**config.mk**
```make
export PLATFORM = sky130hd
export DESIGN_NAME = led_mode_mux
export DESIGN_NICKNAME = d
export VERILOG_FILES = /design/src/rtl/led_mode_mux.sv
export SDC_FILE = /design/constraint.sdc
export NUM_CORES = 1
export LEC_CHECK = 0
export ABC_AREA = 1
export CORE_ASPECT_RATIO = 1.4
export CORE_MARGIN = 2
export CORE_UTILIZATION = 50
export CTS_BUF_LIST = sky130_fd_sc_hd__clkbuf_2 sky130_fd_sc_hd__clkbuf_4 sky130_fd_sc_hd__clkbuf_8
export CTS_CLUSTER_DIAMETER = 40
export DETAILED_ROUTE_END_ITERATION = 10
export HOLD_SLACK_MARGIN = 0.15
export PLACE_DENSITY = 0.88
export SLEW_MARGIN = 15
export SYNTH_ARGS = -nofsm -noshare
export SYNTH_HDL_FRONTEND = slang
export SYNTH_SLANG_ARGS = --single-unit
```
**constraint.sdc**
```tcl
create_clock -name clk -period 2.2 [get_ports clk]
set_input_delay 0.22 -clock clk [delete_from_list [all_inputs] [get_ports clk]]
set_output_delay 0.22 -clock clk [all_outputs]
set_load 0.03 [all_outputs]
```
**src/rtl/led_mode_mux.sv**
```systemverilog
// LED mode selector: debounces mode_select, blanks the LEDs after each accepted change,
// then drives the selected driver bus active-low. Define LED_MODE_MUX_MASK_EN to add led_mask.
module led_mode_mux #(
  parameter int LED_W      = 8,
  parameter int NUM_MODES  = 4,
  parameter int MODE_W     = 4,
  parameter int STABLE_CYC = 4,
  parameter int BLANK_CYC  = 2
) (
  input  logic                       clk,
  input  logic                       rst_n,
  input  logic [NUM_MODES*LED_W-1:0] drivers_signal,
  input  logic [MODE_W-1:0]          mode_select,
`ifdef LED_MODE_MUX_MASK_EN
  input  logic [LED_W-1:0]           led_mask,
`endif
  output logic [LED_W-1:0]           led_n,
  output logic [MODE_W-1:0]          mode_active,
  output logic                       busy,
  output logic                       mode_changed
);

  localparam int SW = (STABLE_CYC < 1) ? 1 : $clog2(STABLE_CYC + 1);
  localparam int BW = (BLANK_CYC < 1) ? 1 : $clog2(BLANK_CYC + 1);

  typedef enum logic [1:0] {RUN, QUAL, BLANK} state_t;

  state_t                         state, state_nxt;
  logic [MODE_W-1:0]              cand, cand_nxt, mode_nxt;
  logic [SW-1:0]                  stab_cnt, stab_nxt;
  logic [BW-1:0]                  blank_cnt, blank_nxt;
  logic                           accept;
  logic [NUM_MODES-1:0][LED_W-1:0] drv;
  logic [LED_W-1:0]               slice, led_nxt;
  logic                           in_range;

  assign drv = drivers_signal;

  always_comb begin
    state_nxt = state;
    cand_nxt  = cand;
    stab_nxt  = stab_cnt;
    blank_nxt = blank_cnt;
    mode_nxt  = mode_active;
    accept    = 1'b0;
    case (state)
      RUN: begin
        if (mode_select != mode_active) begin
          cand_nxt = mode_select;
          stab_nxt = SW'(1);
          if (STABLE_CYC <= 1) accept = 1'b1;
          else                 state_nxt = QUAL;
        end
      end
      QUAL: begin
        if (mode_select == cand) begin
          stab_nxt = stab_cnt + SW'(1);
          if (stab_cnt == SW'(STABLE_CYC - 1)) accept = 1'b1;
        end else if (mode_select == mode_active) begin
          // request withdrawn before qualifying: back to the old mode, no pulse
          state_nxt = RUN;
        end else begin
          cand_nxt = mode_select;
          stab_nxt = SW'(1);
        end
      end
      BLANK: begin
        blank_nxt = blank_cnt + BW'(1);
        if (blank_cnt == BW'(BLANK_CYC - 1)) state_nxt = RUN;
      end
      default: state_nxt = RUN;
    endcase
    if (accept) begin
      mode_nxt = cand_nxt;
      if (BLANK_CYC > 0) begin
        blank_nxt = '0;
        state_nxt = BLANK;
      end else begin
        state_nxt = RUN;
      end
    end
  end

  // Out-of-range modes (0 or > NUM_MODES) find no slice and display as off.
  always_comb begin
    slice    = '0;
    in_range = 1'b0;
    for (int m = 0; m < NUM_MODES; m++) begin
      if (mode_active == MODE_W'(m + 1)) begin
        slice    = drv[m];
        in_range = 1'b1;
      end
    end
    led_nxt = '1;
    if (state != BLANK && in_range) led_nxt = ~slice;
`ifdef LED_MODE_MUX_MASK_EN
    led_nxt = led_nxt | ~led_mask;
`endif
  end

  always_ff @(posedge clk) begin
    if (!rst_n) begin
      state        <= RUN;
      cand         <= '0;
      stab_cnt     <= '0;
      blank_cnt    <= '0;
      mode_active  <= '0;
      mode_changed <= 1'b0;
      busy         <= 1'b0;
      led_n        <= '1;
    end else begin
      state        <= state_nxt;
      cand         <= cand_nxt;
      stab_cnt     <= stab_nxt;
      blank_cnt    <= blank_nxt;
      mode_active  <= mode_nxt;
      mode_changed <= accept;
      busy         <= (state_nxt != RUN);
      led_n        <= led_nxt;
    end
  end

endmodule

```
* Word-level counts from Yosys, hierarchy flattened
Cells that the tools add are included.
Cells by class: equal/unequal tests 14, reduce and logical (&&, ||, !) cells 7, mux-type cells 25, add/subtract/negate cells 2, bitwise gates (word level) 2
Operators by type and width (number):
- two-way mux 8 bit | 4
- two-way mux 4 bit | 3
- two-way mux 2 bit | 5
- two-way mux 3 bit | 3
- equality test 4 x 2 -> 1 bit, second input constant | 2
- equality test 4 bit | 2
- NOT 8 bit | 1
- case mux 4 bit (2 select lines) | 1
- two-way mux 1 bit | 7
- case mux 2 bit (3 select lines) | 1
- case mux 3 bit (2 select lines) | 1
- equality test 2 x 1 -> 1 bit, second input constant | 2
- equality test 4 x 1 -> 1 bit, second input constant | 1
- equality test 4 x 3 -> 1 bit, second input constant | 1
- inequality test 2 bit, second input constant | 2
- inequality test 4 bit | 1
- nonzero test 2 bit | 2
- adder 3 x 1 -> 3 bit, second input constant | 1
- equality test 3 x 2 -> 1 bit, second input constant | 1
- inequality test 3 bit, second input constant | 1
- AND reduction 3 bit | 1
- adder 2 x 1 -> 2 bit, second input constant | 1
- equality test 2 bit, second input constant | 1
- logical NOT 2 bit | 1
- other kinds (4) | 4
Storage, ports and cells: register bits 25, word-level logic and storage cells 58, bits of input ports 38

* Logic depth before layout (Yosys ltp)
Gate-level depths: netlist (run 1).
depth after elaboration 7, depth in mapped cells 9

* Worst setup path before layout (run 1)
Ideal clock, no wire load.
kind register to register, start register mode_active[0], end register led_n[0], arrival 1.286 ns, period minus slack after synthesis 1.399 ns, data required time 2.086 ns, setup slack 0.801 ns, stages on the path, launching flop included 8, cells stage by stage dfxtp_1 -> inv_1 -> nor3_2 -> nand2_1 -> nand2_1 -> o21ai_0 -> nand2_1 -> nand2_1
Between the ends: word-level cells in the longest chain between the ends 7
RTL lines:
- from (decl) | RTL line 18 | output logic [MODE_W-1:0] mode_active,
- from (signal assigned) | RTL line 116 | mode_active <= mode_nxt;
- equality test 4 x 1 -> 1 bit | RTL line 89 | if (mode_active == MODE_W'(m + 1)) begin
- two-way mux 1 bit (4 in series) | RTL line 89
- logical AND 1 bit | RTL line 95 | if (state != BLANK && in_range) led_nxt = ~slice;
- AND reduction 2 bit (no source line)
- to (signal assigned) | RTL line 119 | led_n <= led_nxt;
- to (decl) | RTL line 17 | output logic [LED_W-1:0] led_n,
Parallel ways exist; a longest one is shown, timed or not. A chain may end at the register's enable or synchronous reset.

* Final worst setup path (run 1)
start register mode_active[0], end output port mode_active[0]
No word-level cell between the ends.

==> results of run 1 <==
[cells in the final DEF (no fill, tap or decap), types with 2 or more instances in the layout]
| cell type | count |
|---|---|
| sky130_fd_sc_hd__o21ai_0 | 13 |
| sky130_fd_sc_hd__a21oi_1 | 13 |
| sky130_fd_sc_hd__nor2_4 | 4 |
| sky130_fd_sc_hd__o21ai_1 | 6 |
| sky130_fd_sc_hd__inv_2 | 4 |
| sky130_fd_sc_hd__clkbuf_8 | 3 |
| sky130_fd_sc_hd__nand2_2 | 3 |
| sky130_fd_sc_hd__buf_4 | 2 |
| sky130_fd_sc_hd__nor2_1 | 23 |
| sky130_fd_sc_hd__dfxtp_1 | 25 |
| sky130_fd_sc_hd__clkdlybuf4s50_1 | 51 |
| sky130_fd_sc_hd__inv_1 | 23 |
| sky130_fd_sc_hd__nand3_2 | 3 |
| sky130_fd_sc_hd__nand4_1 | 4 |
| sky130_fd_sc_hd__ha_1 | 3 |
| sky130_fd_sc_hd__nand2_1 | 87 |
| sky130_fd_sc_hd__nand3_1 | 9 |
[logic make-up (layout without fill, tap and decap cells)]
kind of cell,after synthesis,after routing
fa+ha+maj,3,3
xor+xnor,1,1
simple gates,139,139
buf+inv,30,85
flops,25,25
compound gates,33,33
[layout make-up]
type,count,share of cell area
Tap cell,37,0.0224
Sequential cell,25,0.242
Inverter,28,0.0508
Multi-Input combinational cell,176,0.408
Clock buffer,3,0.0199
Clock inverter,1,0.00363
Timing Repair Buffer,53,0.254
[flip-flops by register name (all words and copies together), names as in the netlist]
register	cells
blank_cnt	2
mode_changed	1
state	2
mode_active	4
busy	1
led_n	8
stab_cnt	3
cand	4
[metrics by stage]
| step | setup WS [ps] | hold WS [ps] | area [sq um] | std cells | util |
|---|---|---|---|---|---|
| after detailed placement | 482 | 452 | 2020 | 319 | 0.717 |
| final | 517 | 464 | 2070 | 323 | 0.734 |
| after CTS | 506 | 467 | 2070 | 323 | 0.734 |
| after global placement | 500 | 452 | 2020 | 319 | 0.717 |
| after global routing | 469 | 511 | 2070 | 323 | 0.734 |
| after floorplan | 801 | 334 | 1460 | 231 | - |
[worst max path at each step]
stage | startpoint | endpoint | slack, ps | cells after the start
3_3_place_gp | mode_select[2] | busy | 500 | 8
5_1_grt | mode_active[1] | mode_active[1] | 470 | 1
6_report | mode_active[0] | mode_active[0] | 520 | 1
4_1_cts | mode_active[0] | mode_active[0] | 510 | 1
2_1_floorplan | mode_active[0] | led_n[0] | 800 | 7
3_5_place_dp | mode_select[2] | busy | 480 | 8
[per-layer routing]
| layer | track usage | vias to the layer above |
|---|---|---|
| met5 | 0 | - |
| met4 | 0.104 | 0 |
| met3 | 0.0371 | 9 |
| met2 | 0.498 | 58 |
| met1 | 0.257 | 698 |
| li1 | - | 836 |
[power groups by stage]
stage               registers (mW)  logic, mW  clock network [mW]
floorplan                    0.480     0.0570                   0
global placement             0.480      0.141                   0
detailed placement           0.480      0.142                   0
CTS                          0.470      0.143               0.290
global route                 0.471      0.158               0.308
finish                       0.470      0.143               0.286
==> impl_table.tex, run 1 <==
\begin{tabular}{lr}
\hline
Metric & Value \\
\hline
\multicolumn{2}{l}{\textbf{Pwr}} \\
Switching share of total power & 0.255 \\
Part of the total power dissipated in the clock network & 0.318 \\
Static Leak & 0.999 nW \\
Total power after layout & 0.900 mW \\
Part of the power in registers & 0.523 \\
Switching power of the nets & 0.230 mW \\
Worst ir drop on vdd & 338 uV \\
Combinational fraction of design power & 0.159 \\
Power density over the cells & 434 nW/um\^{}2 \\
Internal portion of total power & 0.670 mW \\
\multicolumn{2}{l}{\textbf{GRT}} \\
Via count of the first global-routing pass & 1553 \\
Largest net degree at the start of global routing & 17 \\
GRT Resource Usage Total & 0.250 \\
Number of antenna violations at the first check in global routing & 0 \\
GRT Residual Overflow & 0 \\
Global-route wire length before repair & 6610 microns \\
\multicolumn{2}{l}{\textbf{Synth}} \\
Post-synth EDFFs & 0 \\
Compound-gate portion of the synthesized area & 0.116 \\
Area of the mapped netlist & 1460 sq um \\
Part of the Yosys area used for sequential elements & 0.343 \\
Synthesized netlist cell count & 231 \\
Number of distinct library cell variants in the gate-level netlist after synthesis & 25 \\
Largest cells by area after synthesis & sky130\_fd\_sc\_hd\_\_dfxtp\_1 34\%, sky130\_fd\_sc\_hd\_\_nand2\_1 22\%, sky130\_fd\_sc\_hd\_\_inv\_1 5.9\% \\
Simple-gate share of the synthesized area & 0.431 \\
Per-instance average area after synthesis & 6.32 sq um \\
Most used standard cell by instance count after synthesis & sky130\_fd\_sc\_hd\_\_nand2\_1 \\
Leading register cell type out of synthesis & sky130\_fd\_sc\_hd\_\_dfxtp\_1 \\
Proportion of netlist area held by the largest area contributor & 0.343 \\
Adder-Cell Fraction of Synth Area & 0.0257 \\
Number of register bits inferred by synthesis & 25 \\
Share of flip-flops with an asynchronous set or reset & 0 \\
Combinational family with the most area after synthesis & simple AND/OR/NAND/NOR gates \\
Post-synth top area cell & sky130\_fd\_sc\_hd\_\_dfxtp\_1 \\
Post-synth top cells & 87 x sky130\_fd\_sc\_hd\_\_nand2\_1, 25 x sky130\_fd\_sc\_hd\_\_dfxtp\_1, 23 x sky130\_fd\_sc\_hd\_\_inv\_1, 23 x sky130\_fd\_sc\_hd\_\_nor2\_1 \\
Net count of the mapped netlist & 272 \\
Yosys Warn Count & 0 \\
Multiplexer share of the synthesized area & 0 \\
Post-synthesis xor/xnor area fraction & 0.00600 \\
\multicolumn{2}{l}{\textbf{Setup path}} \\
Critical path data arrival time & 1460 ps \\
CP Data Required Time & 1980 ps \\
Worst path bufs/invs & 1 \\
Kind of critical path & reg2out \\
CP max stage cell & sky130\_fd\_sc\_hd\_\_clkdlybuf4s50\_1 \\
Cells along the critical path & clkdlybuf4s50\_1 \\
Startpoint type of the worst setup path & flop \\
Max stage delay on crit path & 730 ps \\
Critical R2R Launch & mode\_active[0] \\
Maximum fanout encountered on the critical timing path & 7 \\
Depth of the worst register-to-register path & 7 \\
Type of element capturing the critical path & output pin \\
Endpoint of the most critical register-to-register path & led\_n[6] \\
CP delay by family, top & buffers and inverters \\
Register-to-Register Setup Slack & 670 ps \\
\multicolumn{2}{l}{\textbf{Detailed routing}} \\
Met1 WL & 1560 microns \\
Top Layer Used & met4 \\
Detail Route Antenna Nets & 0 \\
Mean number of vias per cell & 4.96 \\
Aggregate routed wire length & 3800 microns \\
DR WL met3 & 225 microns \\
Total DRC errors in the routed layout & 0 \\
Amount of wire on met2 after detailed routing & 1920 microns \\
Detailed-route wire length per cell & 11.8 microns \\
Length of the first detailed-routing pass in iterations & 4 \\
Overall via count from detail\_route & 1601 \\
Starting DRC count in detailed routing & 23 \\
\multicolumn{2}{l}{\textbf{Die}} \\
Initial Utilization & 0.517 \\
Die width & 49.7 microns \\
Num rows & 23 \\
Area of the core & 2820 sq um \\
Die Footprint & 3370 sq um \\
Die outline height & 67.9 microns \\
Number of top-level pins & 52 \\
\multicolumn{2}{l}{\textbf{Final layout}} \\
Ratio of cells with drive above 1 in the final layout & 0.0909 \\
Area taken by multi-input logic gates & 845 sq um \\
ANT cells & 0 \\
Relative area change from synthesis to final layout & 41.9\% \\
Storage cell area & 500 sq um \\
Final-layout fill cell count & 256 \\
Final-stage net count & 328 \\
\multicolumn{2}{l}{\textbf{Placement}} \\
Half-perimeter wire length of the detailed placement result & 3050 microns \\
Port-buffer cells & 51 \\
Final RePlAce weighted congestion & 0.955 \\
\multicolumn{2}{l}{\textbf{Hold path}} \\
Min-Delay Path Depth & 2 \\
Hold worst-path end & blank\_cnt[1] \\
Worst hold start & blank\_cnt[1] \\
Min-Delay Path Class & reg2reg \\
\multicolumn{2}{l}{\textbf{Clock tree}} \\
Skew-Pair Late Insertion Delay & 280 ps \\
Post-cts gate resize count & 0 \\
Maximum level of the CTS H-tree & 1 \\
Clock transition at the register clock pins on the worst setup and hold paths after CTS & 100 ps \\
TritonCTS clock tree & yes \\
TritonCTS buffer count & 3 \\
Clock Path Buffers & 2 \\
Root cell of the clock tree & sky130\_fd\_sc\_hd\_\_clkbuf\_8 \\
Number of buffers added for setup after CTS & 0 \\
Post-CTS Hold Fix Bufs & 0 \\
Clock sink total & 25 \\
\multicolumn{2}{l}{\textbf{Timing}} \\
Final-layout setup total negative slack & 0 ps \\
RSZ-0062 raised after global routing & no \\
Post-route minimum period & 1680 ps \\
Final clock period utilization by the worst path & 0.765 \\
Highest Clock Rate & 0.594 GHz \\
Finish-stage setup viols & 0 \\
Final Hold Fails & 0 \\
Worst-case clock skew & 7.52 ps \\
Final Slew Violations & 0 \\
Slew at the pin closest to its max-slew limit & 546 ps \\
Worst rel slew slack & 0.634 \\
\multicolumn{2}{l}{\textbf{Outcome}} \\
Result of the run & finished, final reports clean \\
\multicolumn{2}{l}{\textbf{Job}} \\
Number of maximum-capacitance violations & 0 \\
\hline
\end{tabular}
(Power assumes the default switching activity.)
==> inputs of run 2 (changes only) <==
Settings changed: CORE_UTILIZATION 50 to 46, PLACE_DENSITY 0.88 to 0.82.
Clock period 2.2 ns to 1.65 ns, I/O delays scaled along.
==> run 2 against run 1 <==
  * Sequential cell count unchanged
  * Worst setup slack got worse by 480 ps
  * Non-clock buffer count grew 3
  * Sequential share of layout area fell by 0.32 points
==> impl_table.tex, run 2 (same netlist as run 1, synthesis figures left out) <==
\begin{tabular}{lr}
\hline
Metric & Value \\
\hline
\multicolumn{2}{l}{\textbf{Hold path}} \\
Min-Delay Path Class & reg2reg \\
Worst hold start & stab\_cnt[0] \\
Hold worst-path end & stab\_cnt[0] \\
Min-Delay Path Depth & 2 (unchanged) \\
\multicolumn{2}{l}{\textbf{Detailed routing}} \\
Total DRC errors in the routed layout & 0 (unchanged) \\
Length of the first detailed-routing pass in iterations & 4 (unchanged) \\
Overall via count from detail\_route & 1565 (-2.2\%) \\
Mean number of vias per cell & 4.77 (-3.7\%) \\
Detailed-route wire length per cell & 11.2 microns (-4.8\%) \\
Aggregate routed wire length & 3680 microns (-3.3\%) \\
Starting DRC count in detailed routing & 26 (+13\%) \\
Detail Route Antenna Nets & 0 (unchanged) \\
\multicolumn{2}{l}{\textbf{Die}} \\
Area of the core & 3060 sq um (+8.6\%) \\
Die Footprint & 3640 sq um (+8.1\%) \\
Die outline height & 70.6 microns (+4.0\%) \\
Die width & 51.6 microns (+3.9\%) \\
Initial Utilization & 0.476 (-0.0410) \\
Number of top-level pins & 52 (unchanged) \\
Num rows & 24 (+4.3\%) \\
\multicolumn{2}{l}{\textbf{Final layout}} \\
Share of the core filled with cells & 0.685 (-0.0492) \\
Most common cell after layout, fill and taps aside & sky130\_fd\_sc\_hd\_\_nand2\_1 \\
Leading registers by flop count & led\_n (8), cand (4), mode\_active (4) \\
Final-stage net count & 331 (+0.91\%) \\
Ratio of cells with drive above 1 in the final layout & 0.100 (+0.00944) \\
Largest register FFs & 8 (unchanged) \\
Final non-filler cell area & 2100 sq um (+1.3\%) \\
Relative area change from synthesis to final layout & 43.8\% \\
Reg with most FFs & led\_n \\
Highest-count cells in the layout ignoring fill and taps & 87 x sky130\_fd\_sc\_hd\_\_nand2\_1, 49 x sky130\_fd\_sc\_hd\_\_clkdlybuf4s50\_1, 25 x sky130\_fd\_sc\_hd\_\_dfxtp\_1, 23 x sky130\_fd\_sc\_hd\_\_inv\_1, 23 x sky130\_fd\_sc\_hd\_\_nor2\_1 \\
ANT cells & 0 (unchanged) \\
\multicolumn{2}{l}{\textbf{Setup path}} \\
Depth of the worst register-to-register path & 9 (+2) \\
Critical path data arrival time & 1440 ps (-20 ps) \\
Cells along the critical path & clkdlybuf4s50\_1 \\
Type of element capturing the critical path & output pin \\
Worst path bufs/invs & 1 (unchanged) \\
Kind of critical path & reg2out \\
Startpoint type of the worst setup path & flop \\
Max stage delay on crit path & 730 ps (about the same) \\
Critical path startpoint & mode\_active[2] \\
CP delay by family, top & buffers and inverters \\
Critical R2R Launch & mode\_active[0] \\
CP Data Required Time & 1480 ps (-500 ps) \\
Endpoint of the most critical register-to-register path & busy \\
Register-to-Register Setup Slack & 250 ps (-420 ps) \\
CP max stage cell & sky130\_fd\_sc\_hd\_\_clkdlybuf4s50\_1 \\
Maximum fanout encountered on the critical timing path & 5 (-2) \\
\multicolumn{2}{l}{\textbf{Timing}} \\
Highest Clock Rate & 0.622 GHz \\
Post-route minimum period & 1610 ps \\
Worst-case clock skew & 4.97 ps (-2.55 ps) \\
Finish-stage setup viols & 0 (unchanged) \\
Final Hold Fails & 0 (unchanged) \\
Final worst hold slack & 480 ps (+16.2 ps) \\
Final Slew Violations & 0 (unchanged) \\
Final-layout setup total negative slack & 0 ps (unchanged) \\
Worst rel slew slack & 0.781 (+0.147) \\
Slew at the pin closest to its max-slew limit & 328 ps (-218 ps) \\
Final clock period utilization by the worst path & 0.975 \\
RSZ-0062 raised after global routing & no \\
\multicolumn{2}{l}{\textbf{Placement}} \\
Final RePlAce weighted congestion & 0.908 (-4.9\%) \\
Half-perimeter wire length of the detailed placement result & 3040 microns (-0.38\%) \\
Cell Area, Placed & 2050 sq um (+1.2\%) \\
Port-buffer cells & 51 (unchanged) \\
\multicolumn{2}{l}{\textbf{Pwr}} \\
Static Leak & 1.06 nW (+5.7\%) \\
Total power after layout & 1.18 mW (+31\%) \\
Power density over the cells & 563 nW/um\^{}2 (+30\%) \\
Worst ir drop on vdd & 497 uV (+47\%) \\
\multicolumn{2}{l}{\textbf{Clock tree}} \\
Clock Path Buffers & 2 (unchanged) \\
Maximum level of the CTS H-tree & 1 (unchanged) \\
TritonCTS buffer count & 3 (unchanged) \\
Skew-Pair Late Insertion Delay & 270 ps (about the same) \\
Root cell of the clock tree & sky130\_fd\_sc\_hd\_\_clkbuf\_8 \\
Clock transition at the register clock pins on the worst setup and hold paths after CTS & 90 ps (about the same) \\
Number of buffers added for setup after CTS & 0 (unchanged) \\
Post-CTS Hold Fix Bufs & 0 (unchanged) \\
TritonCTS clock tree & yes \\
Clock sink total & 25 (unchanged) \\
\multicolumn{2}{l}{\textbf{GRT}} \\
Global-route wire length before repair & 6130 microns (-7.3\%) \\
Via count of the first global-routing pass & 1471 (-5.3\%) \\
GRT Residual Overflow & 0 (unchanged) \\
Largest net degree at the start of global routing & 17 (unchanged) \\
Number of antenna violations at the first check in global routing & 0 (unchanged) \\
GRT Resource Usage Total & 0.216 (-0.0343) \\
\multicolumn{2}{l}{\textbf{Job}} \\
Number of maximum-capacitance violations & 0 (unchanged) \\
\multicolumn{2}{l}{\textbf{Outcome}} \\
Result of the run & finished, final reports clean \\
\hline
\end{tabular}
## run 2: cell types whose count changed in the layout (fill, tap and decap cells not counted), sizes merged
cell	previous run	this run
buf	2	5
clkdlybuf4s50	51	49
dlymetal6s2s	0	2
clkinv	1	2
clkinvlp	1	0
## run 2: area by class of cell
type                            count  area (sq um)
Fill cell                         279           965
Multi-Input combinational cell    176           845
Timing Repair Buffer               56           553
Sequential cell                    25           500
Inverter                           28           105
Tap cell                           39          48.8
Clock buffer                        3          41.3
Clock inverter                      1          5.00
## run 2: routing by layer
metal  GRT usage  share of wire  up-vias
li1            -              -      841
met1       0.224           0.40      674
met2       0.416           0.52       46
met3      0.0401          0.073        4
met4      0.0702          0.011        0
met5           0              0        -
## run 2: report_power, final
part           leakage, nW  internal, mW  switching, mW
logic                0.827         0.109         0.0821
registers            0.204         0.615         0.0112
clock network       0.0255         0.169          0.196
## run 2: worst max path at each step
| stage | to | slack [ps] | cells after the start |
|---|---|---|---|
| finish | mode_active[2] | 40 | 1 |
| global route | mode_active[2] | 2 | 1 |
| CTS | mode_active[0] | 9 | 1 |
| detailed placement | busy | -4 | 8 |
| global placement | busy | 3 | 8 |
| floorplan | led_n[0] | 250 | 7 |
## run 2: stage by stage
step,setup WS (ps),std cells
2_1_floorplan,251,231
3_3_place_gp,2.76,324
3_5_place_dp,-4.27,324
4_1_cts,8.92,328
5_1_grt,1.61,328
6_report,41.1,328
## run 2: what timing repair did
action	CTS	global route
endpoints found under the hold margin	0	0
setup endpoints to repair	0	2
gates resized for setup	0	2
==> inputs of run 3 (changes only) <==
Settings changed: CORE_MARGIN 2 to default, PLACE_DENSITY 0.82 to 0.84.
==> run 3 against run 2 <==
  * Clock skew shrank 0.91 ps
  * Clock-buffer cell count is the same
  * Clock power is essentially flat
  * Cell count shrank 0.61%
  * Global-route usage grew 1.1 points
  * Die area shrank 6.6%
  * Sequential cell count is the same
  * Largest cell class unchanged
  * Largest power group unchanged
==> impl_table.tex, run 3 (same netlist as run 1, synthesis figures left out) <==
\begin{tabular}{lr}
\hline
Metric & Value \\
\hline
\multicolumn{2}{l}{\textbf{Outcome}} \\
Result of the run & finished, final reports clean \\
\multicolumn{2}{l}{\textbf{Die}} \\
Initial Utilization & 0.497 (+0.0207) \\
Die Footprint & 3400 sq um (-6.6\%) \\
Die width & 49.6 microns (-3.9\%) \\
Die outline height & 68.6 microns (-2.8\%) \\
Num rows & 23 (-4.2\%) \\
Number of top-level pins & 52 (unchanged) \\
Area of the core & 2940 sq um (-4.2\%) \\
\multicolumn{2}{l}{\textbf{Timing}} \\
Final Slew Violations & 0 (unchanged) \\
Slew at the pin closest to its max-slew limit & 330 ps (+2.72 ps) \\
Post-route minimum period & 1600 ps (-8.83 ps) \\
Worst rel slew slack & 0.779 (-0.00182) \\
Worst-case clock skew & 4.05 ps (-0.912 ps) \\
Final clock period utilization by the worst path & 0.970 (-0.00535) \\
Finish-stage setup viols & 0 (unchanged) \\
Final Hold Fails & 0 (unchanged) \\
Final worst hold slack & 464 ps (-16.0 ps) \\
Final worst slack & 50.0 ps (+8.83 ps) \\
RSZ-0062 raised after global routing & no \\
Highest Clock Rate & 0.625 GHz (+0.55\%) \\
\multicolumn{2}{l}{\textbf{Pwr}} \\
Static Leak & 1.04 nW (-1.8\%) \\
Part of the power in registers & 0.529 (about the same) \\
Worst ir drop on vdd & 465 uV (-6.4\%) \\
Switching share of total power & 0.246 (+0.00109) \\
Internal portion of total power & 0.892 mW (about the same) \\
Total power after layout & 1.18 mW (+0.17\%) \\
Combinational fraction of design power & 0.163 (+0.002) \\
Part of the total power dissipated in the clock network & 0.308 (about the same) \\
Power density over the cells & 565 nW/um\^{}2 (+0.41\%) \\
Switching power of the nets & 0.291 mW (+0.62\%) \\
\multicolumn{2}{l}{\textbf{Clock tree}} \\
Clock transition at the register clock pins on the worst setup and hold paths after CTS & 90 ps (about the same) \\
Maximum level of the CTS H-tree & 1 (unchanged) \\
Root cell of the clock tree & sky130\_fd\_sc\_hd\_\_clkbuf\_8 \\
Post-cts gate resize count & 0 (unchanged) \\
Number of buffers added for setup after CTS & 0 (unchanged) \\
Clock sink total & 25 (unchanged) \\
Skew-Pair Late Insertion Delay & 270 ps (about the same) \\
TritonCTS clock tree & yes \\
Clock Path Buffers & 2 (unchanged) \\
Post-CTS Hold Fix Bufs & 0 (unchanged) \\
TritonCTS buffer count & 3 (unchanged) \\
\multicolumn{2}{l}{\textbf{GRT}} \\
Number of antenna violations at the first check in global routing & 0 (unchanged) \\
Via count of the first global-routing pass & 1447 (-1.6\%) \\
GRT Resource Usage Total & 0.226 (+0.0105) \\
Global-route wire length before repair & 5900 microns (-3.7\%) \\
Largest net degree at the start of global routing & 17 (unchanged) \\
GRT Residual Overflow & 0 (unchanged) \\
\multicolumn{2}{l}{\textbf{Setup path}} \\
Max stage delay on crit path & 710 ps (-20 ps) \\
Cells along the critical path & clkdlybuf4s50\_1 \\
Kind of critical path & reg2out \\
CP delay by family, top & buffers and inverters \\
Worst path bufs/invs & 1 (unchanged) \\
Maximum fanout encountered on the critical timing path & 6 (+1) \\
Critical path data arrival time & 1440 ps (about the same) \\
Startpoint type of the worst setup path & flop \\
CP Data Required Time & 1480 ps (about the same) \\
Type of element capturing the critical path & output pin \\
CP max stage cell & sky130\_fd\_sc\_hd\_\_clkdlybuf4s50\_1 \\
\multicolumn{2}{l}{\textbf{Final layout}} \\
Relative area change from synthesis to final layout & 43.5\% \\
Highest-count cells in the layout ignoring fill and taps & 87 x sky130\_fd\_sc\_hd\_\_nand2\_1, 50 x sky130\_fd\_sc\_hd\_\_clkdlybuf4s50\_1, 25 x sky130\_fd\_sc\_hd\_\_dfxtp\_1, 23 x sky130\_fd\_sc\_hd\_\_inv\_1, 23 x sky130\_fd\_sc\_hd\_\_nor2\_1 \\
Leading registers by flop count & led\_n (8), cand (4), mode\_active (4) \\
Reg with most FFs & led\_n \\
Final-layout fill cell count & 270 (-3.2\%) \\
Final-stage net count & 331 (unchanged) \\
Ratio of cells with drive above 1 in the final layout & 0.100 (unchanged) \\
Post-route insts no fill & 326 (-0.61\%) \\
ANT cells & 0 (unchanged) \\
Largest register FFs & 8 (unchanged) \\
Most common cell after layout, fill and taps aside & sky130\_fd\_sc\_hd\_\_nand2\_1 \\
\multicolumn{2}{l}{\textbf{Detailed routing}} \\
Overall via count from detail\_route & 1567 (+0.13\%) \\
Mean number of vias per cell & 4.81 (+0.74\%) \\
Detail Route Antenna Nets & 0 (unchanged) \\
Aggregate routed wire length & 3660 microns (-0.46\%) \\
Total DRC errors in the routed layout & 0 (unchanged) \\
Starting DRC count in detailed routing & 31 (+19\%) \\
Detailed-route wire length per cell & 11.2 microns (+0.15\%) \\
Length of the first detailed-routing pass in iterations & 4 (unchanged) \\
\multicolumn{2}{l}{\textbf{Placement}} \\
Post-placement worst setup slack & -24.8 ps (-20.6 ps) \\
Final RePlAce weighted congestion & 0.955 (+5.2\%) \\
Half-perimeter wire length of the detailed placement result & 2900 microns (-4.5\%) \\
Port-buffer cells & 51 (unchanged) \\
Cells after DPL & 322 (-0.62\%) \\
\multicolumn{2}{l}{\textbf{Hold path}} \\
Min-Delay Path Class & reg2reg \\
\multicolumn{2}{l}{\textbf{Job}} \\
Number of maximum-capacitance violations & 0 (unchanged) \\
\hline
\end{tabular}
[run 3: area by class of cell]
cell class	count	area, sq um	area share
clock buffer	3	41.3	0.0197
inverter	28	105	0.0502
multi-input combinational	176	845	0.403
tap	37	46.3	0.0221
clock inverter	1	5.00	0.00239
timing repair buffer	56	551	0.263
sequential	25	500	0.239
[run 3: through the flow]
stage               TNS [ps]  utilization  area [sq um]
finish                     0        0.713          2090
CTS                        0        0.712          2090
global placement       -32.7        0.697          2040
detailed placement     -27.5        0.697          2040
global route               0        0.713          2090
floorplan                  0            -          1460
[run 3: power by group through the flow]
stage / registers, mW / logic (mW) / clock network (mW)
4_1_cts: 0.626 / 0.192 / 0.374
2_1_floorplan: 0.640 / 0.0760 / 0
5_1_grt: 0.628 / 0.212 / 0.393
3_3_place_gp: 0.640 / 0.190 / 0
3_5_place_dp: 0.640 / 0.191 / 0
6_report: 0.626 / 0.193 / 0.364
[run 3: metal layers]
layer / vias to the layer above / part of all wire / track usage / wire, microns
met3: 9 / 0.063 / 0.0439 / 232
li1: 841 / - / - / -
met5: - / 0 / 0 / 0
met4: 0 / 0.024 / 0.100 / 89
met2: 49 / 0.50 / 0.453 / 1830
met1: 668 / 0.41 / 0.223 / 1500
[run 3: worst paths after layout]
kind / slack, ps / startpoint / to / cells after the start
setup / recovery: 50 / mode_active[1] / mode_active[1] / 1
hold / removal: 460 / blank_cnt[1] / blank_cnt[1] / 2
setup reg to reg: 220 / cand[0] / busy / 7
hold reg to reg: 460 / blank_cnt[1] / blank_cnt[1] / 2
[run 3: worst register-to-register path, cell delays in order (launching register included)]
cell                      delay, ps
sky130_fd_sc_hd__dfxtp_1        420
sky130_fd_sc_hd__inv_1           70
sky130_fd_sc_hd__nand2_1         90
sky130_fd_sc_hd__nand2_1         80
sky130_fd_sc_hd__a21oi_2        200
sky130_fd_sc_hd__nand4_2        200
sky130_fd_sc_hd__nand2_1        190
sky130_fd_sc_hd__o21ai_1         70
